<file path="src/rtl/top2_pkg.sv">
// Shared types and default sizing for the top-2 burst scheduler.
package top2_pkg;

   localparam int unsigned DEF_NREQ = 4;
   localparam int unsigned DEF_DW   = 5;

   typedef enum logic [1:0] {
      IDLE    = 2'd0,
      COLLECT = 2'd1,
      RESULT  = 2'd2
   } state_t;

endpackage

</file>
<file path="src/rtl/top2_track.sv">
// Running largest / second-largest / beat-count tracker for one burst.
// The *_c outputs are the post-update values, so a caller can latch a
// result that already includes the beat being accepted this cycle.
module top2_track
   import top2_pkg::*;
#(
   parameter int unsigned DW = DEF_DW
) (
   input  logic          clk,
   input  logic          rst,
   input  logic          clear,
   input  logic          beat,
   input  logic [DW-1:0] data,
   output logic [DW-1:0] max_c,
   output logic [DW-1:0] submax_c,
   output logic [7:0]    cnt_c
);

   logic [DW-1:0] max_q;
   logic [DW-1:0] submax_q;
   logic [7:0]    cnt_q;

   // Next-value computation: clear wins, otherwise top-2 insert and saturating count.
   always_comb begin
      max_c    = max_q;
      submax_c = submax_q;
      cnt_c    = cnt_q;
      if (clear) begin
         max_c    = '0;
         submax_c = '0;
         cnt_c    = '0;
      end else if (beat) begin
         if (data > max_q) begin
            max_c    = data;
            submax_c = max_q;
         end else if (data > submax_q) begin
            submax_c = data;
         end
         if (cnt_q != 8'hFF) begin
            cnt_c = cnt_q + 8'd1;
         end
      end
   end

   // Tracker state registers.
   always_ff @(posedge clk) begin
      if (rst) begin
         max_q    <= '0;
         submax_q <= '0;
         cnt_q    <= '0;
      end else begin
         max_q    <= max_c;
         submax_q <= submax_c;
         cnt_q    <= cnt_c;
      end
   end

endmodule

</file>
<file path="src/rtl/top2_sched.sv">
// Round-robin burst scheduler reporting the two largest samples per burst.
// Optional idle-timeout abort is enabled with macro TOP2_SCHED_TIMEOUT_EN.
module top2_sched
   import top2_pkg::*;
#(
   parameter int unsigned NREQ    = DEF_NREQ,
   parameter int unsigned DW      = DEF_DW,
   parameter int unsigned TIMEOUT = 16
) (
   input  logic                     clk,
   input  logic                     rst,
   input  logic [NREQ-1:0]          req_valid,
   input  logic [NREQ*DW-1:0]       req_data,
   input  logic [NREQ-1:0]          req_last,
   output logic [NREQ-1:0]          req_ready,
   output logic                     res_valid,
   input  logic                     res_ready,
   output logic [DW-1:0]            res_max,
   output logic [DW-1:0]            res_submax,
   output logic [$clog2(NREQ)-1:0]  res_id,
   output logic [7:0]               res_cnt,
   output logic                     res_abort
);

   localparam int unsigned IDW = $clog2(NREQ);

   // Elaboration-time parameter sanity checks.
   if (NREQ < 2 || NREQ > 8) begin : g_bad_nreq
      $error("top2_sched: NREQ must be 2..8");
   end
   if (TIMEOUT < 1) begin : g_bad_timeout
      $error("top2_sched: TIMEOUT must be at least 1");
   end

   state_t          state, state_n;
   logic [IDW-1:0]  gnt, gnt_n;
   logic [IDW-1:0]  ptr, ptr_n;
   logic [IDW-1:0]  pick;
   logic            found;
   logic [NREQ-1:0] ready_n;
   logic            clear_c;
   logic            beat_c;
   logic            load_c;
   logic            abort_c;
   logic [DW-1:0]   max_c;
   logic [DW-1:0]   submax_c;
   logic [7:0]      cnt_c;

`ifdef TOP2_SCHED_TIMEOUT_EN
   localparam int unsigned TW = $clog2(TIMEOUT + 1);
   logic [TW-1:0] idle, idle_n;
`endif

   top2_track #(.DW(DW)) u_track (
      .clk      (clk),
      .rst      (rst),
      .clear    (clear_c),
      .beat     (beat_c),
      .data     (req_data[gnt*DW +: DW]),
      .max_c    (max_c),
      .submax_c (submax_c),
      .cnt_c    (cnt_c)
   );

   // Next-state, arbitration and per-cycle control.
   always_comb begin
      state_n = state;
      gnt_n   = gnt;
      ptr_n   = ptr;
      ready_n = '0;
      clear_c = 1'b0;
      beat_c  = 1'b0;
      load_c  = 1'b0;
      abort_c = 1'b0;
      found   = 1'b0;
      pick    = ptr;
`ifdef TOP2_SCHED_TIMEOUT_EN
      idle_n  = idle;
`endif
      // Search upward from the requester after the last one granted.
      for (int unsigned i = 1; i <= NREQ; i++) begin
         if (!found && req_valid[IDW'((32'(ptr) + i) % NREQ)]) begin
            found = 1'b1;
            pick  = IDW'((32'(ptr) + i) % NREQ);
         end
      end
      case (state)
         IDLE: begin
            if (found) begin
               state_n = COLLECT;
               gnt_n   = pick;
               ptr_n   = pick;
               clear_c = 1'b1;
               ready_n = NREQ'(1) << pick;
`ifdef TOP2_SCHED_TIMEOUT_EN
               idle_n  = '0;
`endif
            end
         end
         COLLECT: begin
            beat_c  = req_valid[gnt] & req_ready[gnt];
            ready_n = req_ready;
`ifdef TOP2_SCHED_TIMEOUT_EN
            idle_n  = beat_c ? '0 : idle + TW'(1);
`endif
            if (beat_c && req_last[gnt]) begin
               state_n = RESULT;
               ready_n = '0;
               load_c  = 1'b1;
`ifdef TOP2_SCHED_TIMEOUT_EN
            end else if (!beat_c && idle == TW'(TIMEOUT - 1)) begin
               state_n = RESULT;
               ready_n = '0;
               load_c  = 1'b1;
               abort_c = 1'b1;
`endif
            end
         end
         RESULT: begin
            if (res_ready) begin
               state_n = IDLE;
            end
         end
         default: state_n = IDLE;
      endcase
   end

   // State, grant and arbitration pointer registers.
   always_ff @(posedge clk) begin
      if (rst) begin
         state     <= IDLE;
         gnt       <= '0;
         ptr       <= IDW'(NREQ - 1);
         req_ready <= '0;
      end else begin
         state     <= state_n;
         gnt       <= gnt_n;
         ptr       <= ptr_n;
         req_ready <= ready_n;
      end
   end

   // Result registers: loaded on burst end, held until the consumer takes them.
   always_ff @(posedge clk) begin
      if (rst) begin
         res_valid  <= 1'b0;
         res_max    <= '0;
         res_submax <= '0;
         res_cnt    <= '0;
         res_id     <= '0;
      end else if (load_c) begin
         res_valid  <= 1'b1;
         res_max    <= max_c;
         res_submax <= submax_c;
         res_cnt    <= cnt_c;
         res_id     <= gnt;
      end else if (state == RESULT && res_ready) begin
         res_valid  <= 1'b0;
      end
   end

`ifdef TOP2_SCHED_TIMEOUT_EN
   // Idle counter and abort flag.
   always_ff @(posedge clk) begin
      if (rst) begin
         idle      <= '0;
         res_abort <= 1'b0;
      end else begin
         idle <= idle_n;
         if (load_c) begin
            res_abort <= abort_c;
         end
      end
   end
`else
   assign res_abort = 1'b0;
`endif

endmodule

</file>
<file path="config.mk">
export PLATFORM = sky130hd
export DESIGN_NAME = top2_sched
export DESIGN_NICKNAME = d
export VERILOG_FILES = /design/src/rtl/top2_pkg.sv /design/src/rtl/top2_track.sv /design/src/rtl/top2_sched.sv
export SDC_FILE = /design/constraint.sdc
export NUM_CORES = 1
export LEC_CHECK = 0
export BUFFER_PORTS_ARGS = -buffer_cell sky130_fd_sc_hd__buf_2
export CAP_MARGIN = 15
export CORE_MARGIN = 4
export CORE_UTILIZATION = 45
export CTS_CLUSTER_DIAMETER = 40
export DETAILED_ROUTE_END_ITERATION = 12
export PLACE_DENSITY = 0.7
export SLEW_MARGIN = 20
export SYNTH_ARGS = -nofsm -noshare
export SYNTH_HDL_FRONTEND = slang
export SYNTH_HIERARCHICAL = 1
export SYNTH_SLANG_ARGS = --single-unit
</file>
<file path="constraint.sdc">
create_clock -name clk -period 2.7 [get_ports clk]
set_input_delay 0.405 -clock clk [delete_from_list [all_inputs] [get_ports clk]]
set_output_delay 0.405 -clock clk [all_outputs]
set_load 0.01 [all_outputs]
</file>
==> impl_metrics.yaml, run 1 <==
outcome:
  status: "complete, but fails checks"
  violations: "setup timing"
pwr:
  power.leakage_nw: 1.545
  ir_drop_uv: 258.1
  powerDensity_nw_per_um2: 492.4
drt:
  drt-total-wl_mm: 7.228
  drc: 0
  drt_pass1_iterations: 4
  wl_per_cell_um: 16.32
  via_per_inst: 5.628
  via_count: 2493
  first_iter_violations: 106
  antenna_left: 0
worst_hold_path:
  hold_depth: 3
  hold_end: "state[1]$_SDFFE_PP0P_"
  holdCritStartpoint: "res_ready"
  min_path_type: "input pin to flip-flop"
timing:
  postLayoutSetupSlackWorst_ns: -0.07322
  rsz0062_at_grt: "yes"
  finalCritPeriodShare_pct: 102.7
  hold_viol: 0
  fmax_ghz: 0.3606
  worst_clock_skew_ns: 0.008726
  slew-limit-headroom_pct: 55.89
  period_minus_slack_ns: 2.773
  setup_violations: 6
  worst_pin_slew_ns: 0.6617
  finalMaxSlewViolations: 0
  finalSetupTns_ns: -0.2501
synthesis:
  ys.flop_type: "dfxtp_1"
  synth_area_um2: 2729
  ys_warn_count: 6
  synth_seq_cells: 49
  syn-instance-count: 284
  synth_area_per_cell_um2: 9.609
  syn_nets: 326
  synth-async-reset-ratio_pct: 0
  ys_seq_area_share_pct: 35.95
  synth_enable_flop_cells: 0
  synth.distinct_cells: 53
floorplan:
  core_area_um2: 5886
  dieHeight_um: 85.87
  die_w_um: 85.87
  start_util_pct: 46.36
  die-area_um2: 7374
  ios: 57
  rows: 28
worst_setup_path:
  rr_worst_depth: 9
  crit_path_end_kind: "flip-flop"
  crit_fanout: 6
  rr_startpoint: "gnt[0]$_SDFFE_PP0P_"
  rr_endpoint: "res_submax[4]$_SDFFE_PP0P_"
  worstPathRequired_ns: 2.89
  cp.arrival_ns: 2.96
  crit_type: "flip-flop to flip-flop"
  reg2reg_slack_ns: -0.07
  cp-start-kind: "flip-flop"
final_layout:
  fill_cells: 519
  multi_input_area_um2: 1866
  utilization_pct: 61.84
  final_common_cell: "buf_2"
  regArea_um2: 984.7
  mostFrequentLayoutCells: "buf_2, dfxtp_1, nor2_1"
  antenna_cells: 0
  fin_nets: 409
  final_cell_area_um2: 3640
  drive_above_1_share_pct: 40.49
  area_delta_synth_final_pct: 33.38
  fin_cells: 443
placed_design:
  dpl_cell_area_um2: 3213
  dp.cells: 429
  dp_hpwl_mm: 5.133
  gp_congestion: 0.9384
  post-place-ws_ns: -0.5042
  io_buffer_count: 55
clock_tree:
  cts_tree: "done"
  clock-root-buffer: "clkbuf_8"
  htree_num_levels: 2
  cts.reportedPaths.clkPinSlew_ns: 0.10
  clkLatencyLatePin_ns: 0.31
  tritoncts.num_buffers: 5
  ctsHoldBuffers: 0
  numClockSinks: 49
  cts_max_path_buffers: 2
grt:
  grt_pass1_vias: 2492
  gr-total-overflow: 0
  antenna_found_initial: 0
  grt_max_degree: 37
  track_usage_pct: 19.96
  grt_pass1_wl_mm: 11.79
job:
  drv_cap: 0
==> cell usage after synthesis, types with 3 or more instances <==
master / n / area [µm²]
mux4_1: 5 / 131.4
ha_1: 11 / 137.6
and3_1: 4 / 25.02
and2_1: 5 / 31.28
a21oi_1: 21 / 105.1
inv_1: 13 / 48.80
nor2_1: 41 / 153.9
a2111oi_0: 15 / 131.4
xor2_1: 4 / 35.03
a221oi_1: 5 / 43.79
mux2i_1: 22 / 220.2
o21ai_0: 10 / 50.05
nand3_1: 8 / 40.04
or2_2: 3 / 18.77
nand2_1: 8 / 30.03
nor3_1: 7 / 35.03
dfxtp_1: 49 / 980.9
clkbuf_1: 6 / 22.52
==> area by class of cell <==
cell class                 count  area share [%]
clock buffer                   6           2.269
multi-input combinational    210           51.25
clock inverter                 2          0.4813
sequential                    49           27.05
tap                           75           2.578
inverter                      13           1.341
timing repair buffer          88           15.02
==> worst max-delay path, cell delays in order, from the launching register on <==
cell and delay (ns):
dfxtp_4 0.41, mux4_2 0.59, ha_4 0.32, and4_2 0.26, nand2_2 0.18, a2111oi_2 0.46
buf_4 0.18, a2111oi_1 0.05, mux2i_1 0.15, nor2_1 0.05
==> metal layers <==
metal | share of wire [%] | global-route usage (%)
met4 | 1.6 | 7.914
met5 | 0 | 0
met3 | 5.0 | 4.899
met2 | 49 | 33.29
met1 | 44 | 24.66
==> state kept, by name, indices dropped and copies added (netlist names), 2 cells and up <==
register / cells
state: 2
res_max: 5
res_cnt: 8
res_submax: 5
ptr: 2
gnt: 2
req_ready: 4
u_track/submax_q: 5
res_id: 2
u_track/cnt_q: 8
u_track/max_q: 5
==> timing repair <==
action | 4_1_cts | 5_1_grt
setup endpoints to repair | 15 | 14
buffers inserted | 5 | 1
cloned | 0 | 0
resized for setup | 48 | 17
pin swaps | 14 | 4
==> stage by stage <==
stage          power (mW)  hold WS [ns]
2_1_floorplan       1.032        0.4719
3_3_place_gp        1.182        0.4457
3_5_place_dp        1.190        0.4579
4_1_cts             1.760        0.3634
5_1_grt             1.876        0.3708
6_report            1.792        0.3712
==> how the worst max path moves through the flow <==
stage / startpoint / end / slack, ns / cells past startpoint
finish: gnt[0]$_SDFFE_PP0P_ / res_submax[4]$_SDFFE_PP0P_ / -0.07 / 9
global route: gnt[0]$_SDFFE_PP0P_ / res_submax[2]$_SDFFE_PP0P_ / -0.19 / 9
CTS: gnt[0]$_SDFFE_PP0P_ / res_submax[4]$_SDFFE_PP0P_ / -0.03 / 10
detailed placement: gnt[0]$_SDFFE_PP0P_ / res_submax[3]$_SDFFE_PP0P_ / -0.50 / 9
global placement: gnt[0]$_SDFFE_PP0P_ / res_submax[2]$_SDFFE_PP0P_ / -0.35 / 10
floorplan: gnt[0]$_SDFFE_PP0P_ / res_submax[0]$_SDFFE_PP0P_ / -0.0005 / 9
==> cell families (layout without fill, tap and decap cells) <==
group           after synthesis  after routing  share of synthesized area, %
flops                        49             49                         35.95
compound gates               69             69                         19.58
mux                          29             29                         14.53
buf+inv                      25            109                         5.456
xor+xnor                      4              4                         1.284
simple gates                 96             96                         18.02
other cells                   1              1                        0.1374
fa+ha+maj                    11             11                         5.043
==> report_power, final <==
part / internal [mW] / switching (mW) / total [mW]
clock network: 0.213 / 0.261 / 0.473
registers: 0.740 / 0.0205 / 0.761
logic: 0.261 / 0.297 / 0.558
total: 1.21 / 0.578 / 1.79
Power figures use the tool's default switching activity.
==> run 2: changes to the inputs <==
CORE_UTILIZATION = 40   (was 45)
CTS_BUF_LIST = sky130_fd_sc_hd__clkbuf_4 sky130_fd_sc_hd__clkbuf_8 sky130_fd_sc_hd__clkbuf_16   (was unset)
GPL_TIMING_DRIVEN = 1   (was unset)
PLACE_DENSITY = unset   (was 0.7)
==> run 2 against run 1 <==
Critical path type unchanged; the flow still finishes with violations (setup timing); sequential power about the same; clock skew increased by 0.0041 ns; die area increased by 11%; highest routed layer unchanged; maximum frequency decreased by 2.4%; sequential share of layout area decreased by 3.0 points; total power increased by 9.8%.
==> impl_metrics.yaml, run 2 (synthesis results as in run 1) <==
outcome:
  status: "complete, but fails checks"
  violations: "setup timing"
pwr:
  intPower_mw: 1.297
  powerDensity_nw_per_um2: 479.9
  p_seq_share_pct: 38.6
  comb_power_share_pct: 37.2
  finalPower_mw: 1.967
  switchingPower_mw: 0.6708
  clkPwrFrac_pct: 24.2
  switching_share_pct: 34.10
  power.leakage_nw: 1.628
  ir_drop_uv: 241.0
clock_tree:
  cts_max_path_buffers: 2
  ctsHoldBuffers: 0
  clock-root-buffer: "clkbuf_8"
  htree_num_levels: 2
  clkLatencyLatePin_ns: 0.31
  cts.reportedPaths.clkPinSlew_ns: 0.10
  tritoncts.num_buffers: 5
  cts_tree: "done"
  numClockSinks: 49
timing:
  setup_violations: 15
  hold_ws_ns: 0.3915
  fmax_ghz: 0.3521
  finalMaxSlewViolations: 0
  worst_clock_skew_ns: 0.01280
  hold_viol: 0
  slew-limit-headroom_pct: 58.38
  finalSetupTns_ns: -1.238
  worst_pin_slew_ns: 0.6165
  postLayoutSetupSlackWorst_ns: -0.1402
  rsz0062_at_grt: "yes"
  finalCritPeriodShare_pct: 105.2
  period_minus_slack_ns: 2.840
final_layout:
  fin_nets: 419
  mostFrequentLayoutCells: "buf_2, dfxtp_1, nor2_1"
  antenna_cells: 0
  reg_top3: "res_cnt: 8 flops, u_track/cnt_q: 8 flops"
  regArea_um2: 984.7
  drive_above_1_share_pct: 46.83
  fill_cells: 511
  utilization_pct: 63.13
  final_common_cell: "buf_2"
  area_delta_synth_final_pct: 50.25
  multi_input_area_um2: 2203
worst_setup_path:
  crit_fanout: 5
  worstPathRequired_ns: 2.94
  cp-start-kind: "flip-flop"
  cp.arrival_ns: 3.08
  crit_type: "flip-flop to flip-flop"
  crit_path_end_kind: "flip-flop"
drt:
  first_iter_violations: 130
  drt_pass1_iterations: 4
  via_per_inst: 5.716
  drc: 0
  drt-total-wl_mm: 8.089
  wl_per_cell_um: 17.78
  via_count: 2601
  antenna_left: 0
grt:
  track_usage_pct: 19.58
  antenna_found_initial: 0
  grt_max_degree: 36
  grt_pass1_wl_mm: 13.21
  grt_pass1_vias: 2689
  gr-total-overflow: 0
placed_design:
  gp_congestion: 0.8614
  dp_hpwl_mm: 5.214
  io_buffer_count: 55
  post-place-ws_ns: -0.4281
floorplan:
  die_w_um: 90.60
  ios: 57
  start_util_pct: 42.02
  dieHeight_um: 90.60
  die-area_um2: 8207
  core_area_um2: 6495
  rows: 29
worst_hold_path:
  min_path_type: "input pin to flip-flop"
job:
  drv_cap: 0
==> run 2: metrics by stage <==
| step | instances | area, µm² |
|---|---|---|
| after CTS | 448 | 3871 |
| final | 455 | 4100 |
| after global routing | 455 | 4100 |
| after global placement | 437 | 3248 |
| after floorplan | 284 | 2729 |
| after detailed placement | 437 | 3248 |
==> run 2: final timing paths <==
kind | from | endpoint | slack, ns | depth (start not counted)
worst max register to register | gnt[0]$_SDFFE_PP0P_ | res_submax[3]$_SDFFE_PP0P_ | -0.14 | 9
worst min register to register | res_valid$_SDFFE_PP0P_ | res_valid$_SDFFE_PP0P_ | 0.47 | 2
worst max-delay path | gnt[0]$_SDFFE_PP0P_ | res_submax[3]$_SDFFE_PP0P_ | -0.14 | 9
worst min-delay path | res_ready | state[1]$_SDFFE_PP0P_ | 0.39 | 3
==> run 2: layer usage <==
metal	vias to the layer above	GRT usage, %	part of all wire, %
li1	1259	-	-
met1	1271	24.05	43
met2	59	34.47	51
met3	12	3.750	4.3
met4	0	5.867	1.8
met5	-	0	0
==> run 2: final cells by class <==
cell class	instances	area share, %
clock buffer	6	2.014
clock inverter	2	0.4272
inverter	13	1.190
multi-input combinational	211	53.74
sequential	49	24.02
tap	77	2.350
timing repair buffer	97	16.26
==> run 2: critical path, cell delays in order (launching register included) <==
cell and delay (ns):
dfxtp_4 0.41, mux4_2 0.61, ha_4 0.35, nand4_1 0.21, buf_4 0.23, o221ai_4 0.26, a2111oi_4 0.14, a2111oi_4 0.34
mux2i_1 0.11, nor2_1 0.11
==> run 2: timing repair <==
item                                    in CTS  in global routing
gates resized for setup                     91                 28
pin swaps                                   24                 36
endpoints found under the setup margin      16                 16
setup buffers                                6                  7
cloned                                       2                  0
hold endpoints to repair                     0                  0
==> run 2: power groups by stage <==
stage          registers (mW)  logic, mW  clock network [mW]
2_1_floorplan           0.769      0.263                   0
3_3_place_gp            0.774      0.405                   0
3_5_place_dp            0.774      0.409                   0
4_1_cts                 0.760      0.624               0.481
5_1_grt                 0.763      0.777               0.520
6_report                0.760      0.731               0.476
==> run 3: changes to the inputs <==
==> constraint.sdc (replaced) <==
create_clock -name clk -period 2.7 [get_ports clk]
set_input_delay 0.54 -clock clk [delete_from_list [all_inputs] [get_ports clk]]
set_output_delay 0.54 -clock clk [all_outputs]
set_load 0.01 [all_outputs]
==> run 3 against run 2 <==
The run still ends with setup timing left; sequential share of layout area grew 1.1 points; utilization shrank 3.0 points; first-iteration DRC count shrank 25%; total power shrank 3.0%; via count shrank 4.0%; register-to-register slack gained 0.06 ns; wire length shrank 5.7%.
==> impl_metrics.yaml, run 3 (synthesis results as in run 1) <==
outcome:
  status: "complete, but fails checks"
  violations: "setup timing"
final_layout:
  drive_above_1_share_pct: 44.89
  antenna_cells: 0
  regArea_um2: 982.2
  fin_cells: 449
  reg_top3: "res_cnt: 8 flops, u_track/cnt_q: 8 flops"
  area_delta_synth_final_pct: 43.19
  mostFrequentLayoutCells: "buf_2, dfxtp_1, nor2_1"
  multi_input_area_um2: 2064
  final_common_cell: "buf_2"
  fill_cells: 540
  final_cell_area_um2: 3908
  fin_nets: 413
  utilization_pct: 60.16
floorplan:
  core_area_um2: 6495
  dieHeight_um: 90.60
  ios: 57
  die_w_um: 90.60
  die-area_um2: 8207
  rows: 29
  start_util_pct: 42.02
job:
  drv_cap: 0
timing:
  rsz0062_at_grt: "yes"
  finalCritPeriodShare_pct: 103.0
  hold_viol: 0
  setup_violations: 7
  finalMaxSlewViolations: 0
  postLayoutSetupSlackWorst_ns: -0.08170
  worst_clock_skew_ns: 0.005031
  fmax_ghz: 0.3595
  period_minus_slack_ns: 2.782
pwr:
  ir_drop_uv: 248.7
  clkPwrFrac_pct: 25.4
  switching_share_pct: 34.59
  finalPower_mw: 1.909
  power.leakage_nw: 1.590
  switchingPower_mw: 0.6605
  comb_power_share_pct: 34.9
  p_seq_share_pct: 39.7
  powerDensity_nw_per_um2: 488.6
  intPower_mw: 1.249
grt:
  grt_max_degree: 36
  grt_pass1_wl_mm: 12.16
  antenna_found_initial: 0
  gr-total-overflow: 0
  grt_pass1_vias: 2474
  track_usage_pct: 18.25
clock_tree:
  numClockSinks: 49
  cts.reportedPaths.clkPinSlew_ns: 0.10
  htree_num_levels: 2
  tritoncts.num_buffers: 5
  clkLatencyLatePin_ns: 0.31
  cts_tree: "done"
  cts_max_path_buffers: 2
  clock-root-buffer: "clkbuf_8"
worst_setup_path:
  cp-start-kind: "flip-flop"
  cp.arrival_ns: 2.98
  crit_type: "flip-flop to flip-flop"
  rr_worst_depth: 11
  reg2reg_slack_ns: -0.08
  worstPathRequired_ns: 2.90
  crit_fanout: 5
  setup.worst_path.end: "res_submax[3]$_SDFFE_PP0P_"
  rr_startpoint: "gnt[0]$_SDFFE_PP0P_"
  startpoint: "gnt[0]$_SDFFE_PP0P_"
  rr_endpoint: "res_submax[3]$_SDFFE_PP0P_"
  crit_path_end_kind: "flip-flop"
drt:
  drt_pass1_iterations: 4
  via_count: 2496
  drc: 0
  via_per_inst: 5.559
  wl_per_cell_um: 16.98
  first_iter_violations: 98
  drt-total-wl_mm: 7.624
  antenna_left: 0
placed_design:
  dp_hpwl_mm: 5.244
  io_buffer_count: 55
  post-place-ws_ns: -0.3129
  dp.cells: 434
  dpl_cell_area_um2: 3314
  gp_congestion: 0.8650
worst_hold_path:
  min_path_type: "flip-flop to flip-flop"
-- run 3: how the worst min path moves through the flow --
stage / start / to / depth (start not counted)
floorplan: u_track/max_q[0]$_SDFF_PP0_ / u_track/submax_q[0]$_SDFF_PP0_ / 2
global placement: res_valid$_SDFFE_PP0P_ / res_valid$_SDFFE_PP0P_ / 2
detailed placement: res_valid$_SDFFE_PP0P_ / res_valid$_SDFFE_PP0P_ / 2
CTS: res_valid$_SDFFE_PP0P_ / res_valid$_SDFFE_PP0P_ / 2
global route: res_valid$_SDFFE_PP0P_ / res_valid$_SDFFE_PP0P_ / 2
finish: res_valid$_SDFFE_PP0P_ / res_valid$_SDFFE_PP0P_ / 2
-- run 3: through the flow --
step                setup TNS (ns)  hold WS [ns]
floorplan                        0        0.4719
detailed placement          -2.523        0.4586
global placement            -2.003        0.4490
CTS                        -0.1016        0.4761
finish                     -0.3670        0.4679
global route                -1.771        0.4957
-- run 3: power groups by stage --
stage / combinational [mW] / sequential [mW] / clock [mW]
2_1_floorplan: 0.307 / 0.769 / 0
3_3_place_gp: 0.467 / 0.773 / 0
3_5_place_dp: 0.472 / 0.773 / 0
4_1_cts: 0.591 / 0.758 / 0.495
5_1_grt: 0.714 / 0.761 / 0.527
6_report: 0.667 / 0.758 / 0.484
-- run 3: repair_timing --
item	4_1_cts	5_1_grt
buffers inserted	5	2
pin swaps	15	32
endpoints found under the setup margin	14	15
gates resized for setup	52	31
hold buffers	0	0
cloned	1	0
-- run 3: worst max-delay path: stages (launching register included) --
cell       delay, ns
dfxtp_2         0.36
buf_6           0.12
mux4_2          0.56
ha_4            0.25
buf_4           0.14
a21oi_4         0.17
o221ai_4        0.18
clkbuf_16       0.21
a2111oi_4       0.41
a2111oi_2       0.08
mux2i_1         0.14
nor2_1          0.05
-- run 3: cell type report --
class                      count  share of cell area (%)
sequential                    49                   25.14
multi-input combinational    210                   52.83
clock buffer                   5                   1.761
timing repair buffer          92                   15.82
tap                           77                   2.466
inverter                      13                   1.249
clock inverter                 3                  0.7365
-- run 3: metal layers --
layer / part of all wire, % / routed length, µm / vias to the layer above / track usage, %
li1: - / - / 1233 / -
met3: 4.0 / 308 / 18 / 4.083
met1: 44 / 3348 / 1192 / 22.67
met4: 2.7 / 206 / 0 / 7.143
met5: 0 / 0 / - / 0
met2: 49 / 3761 / 53 / 30.57
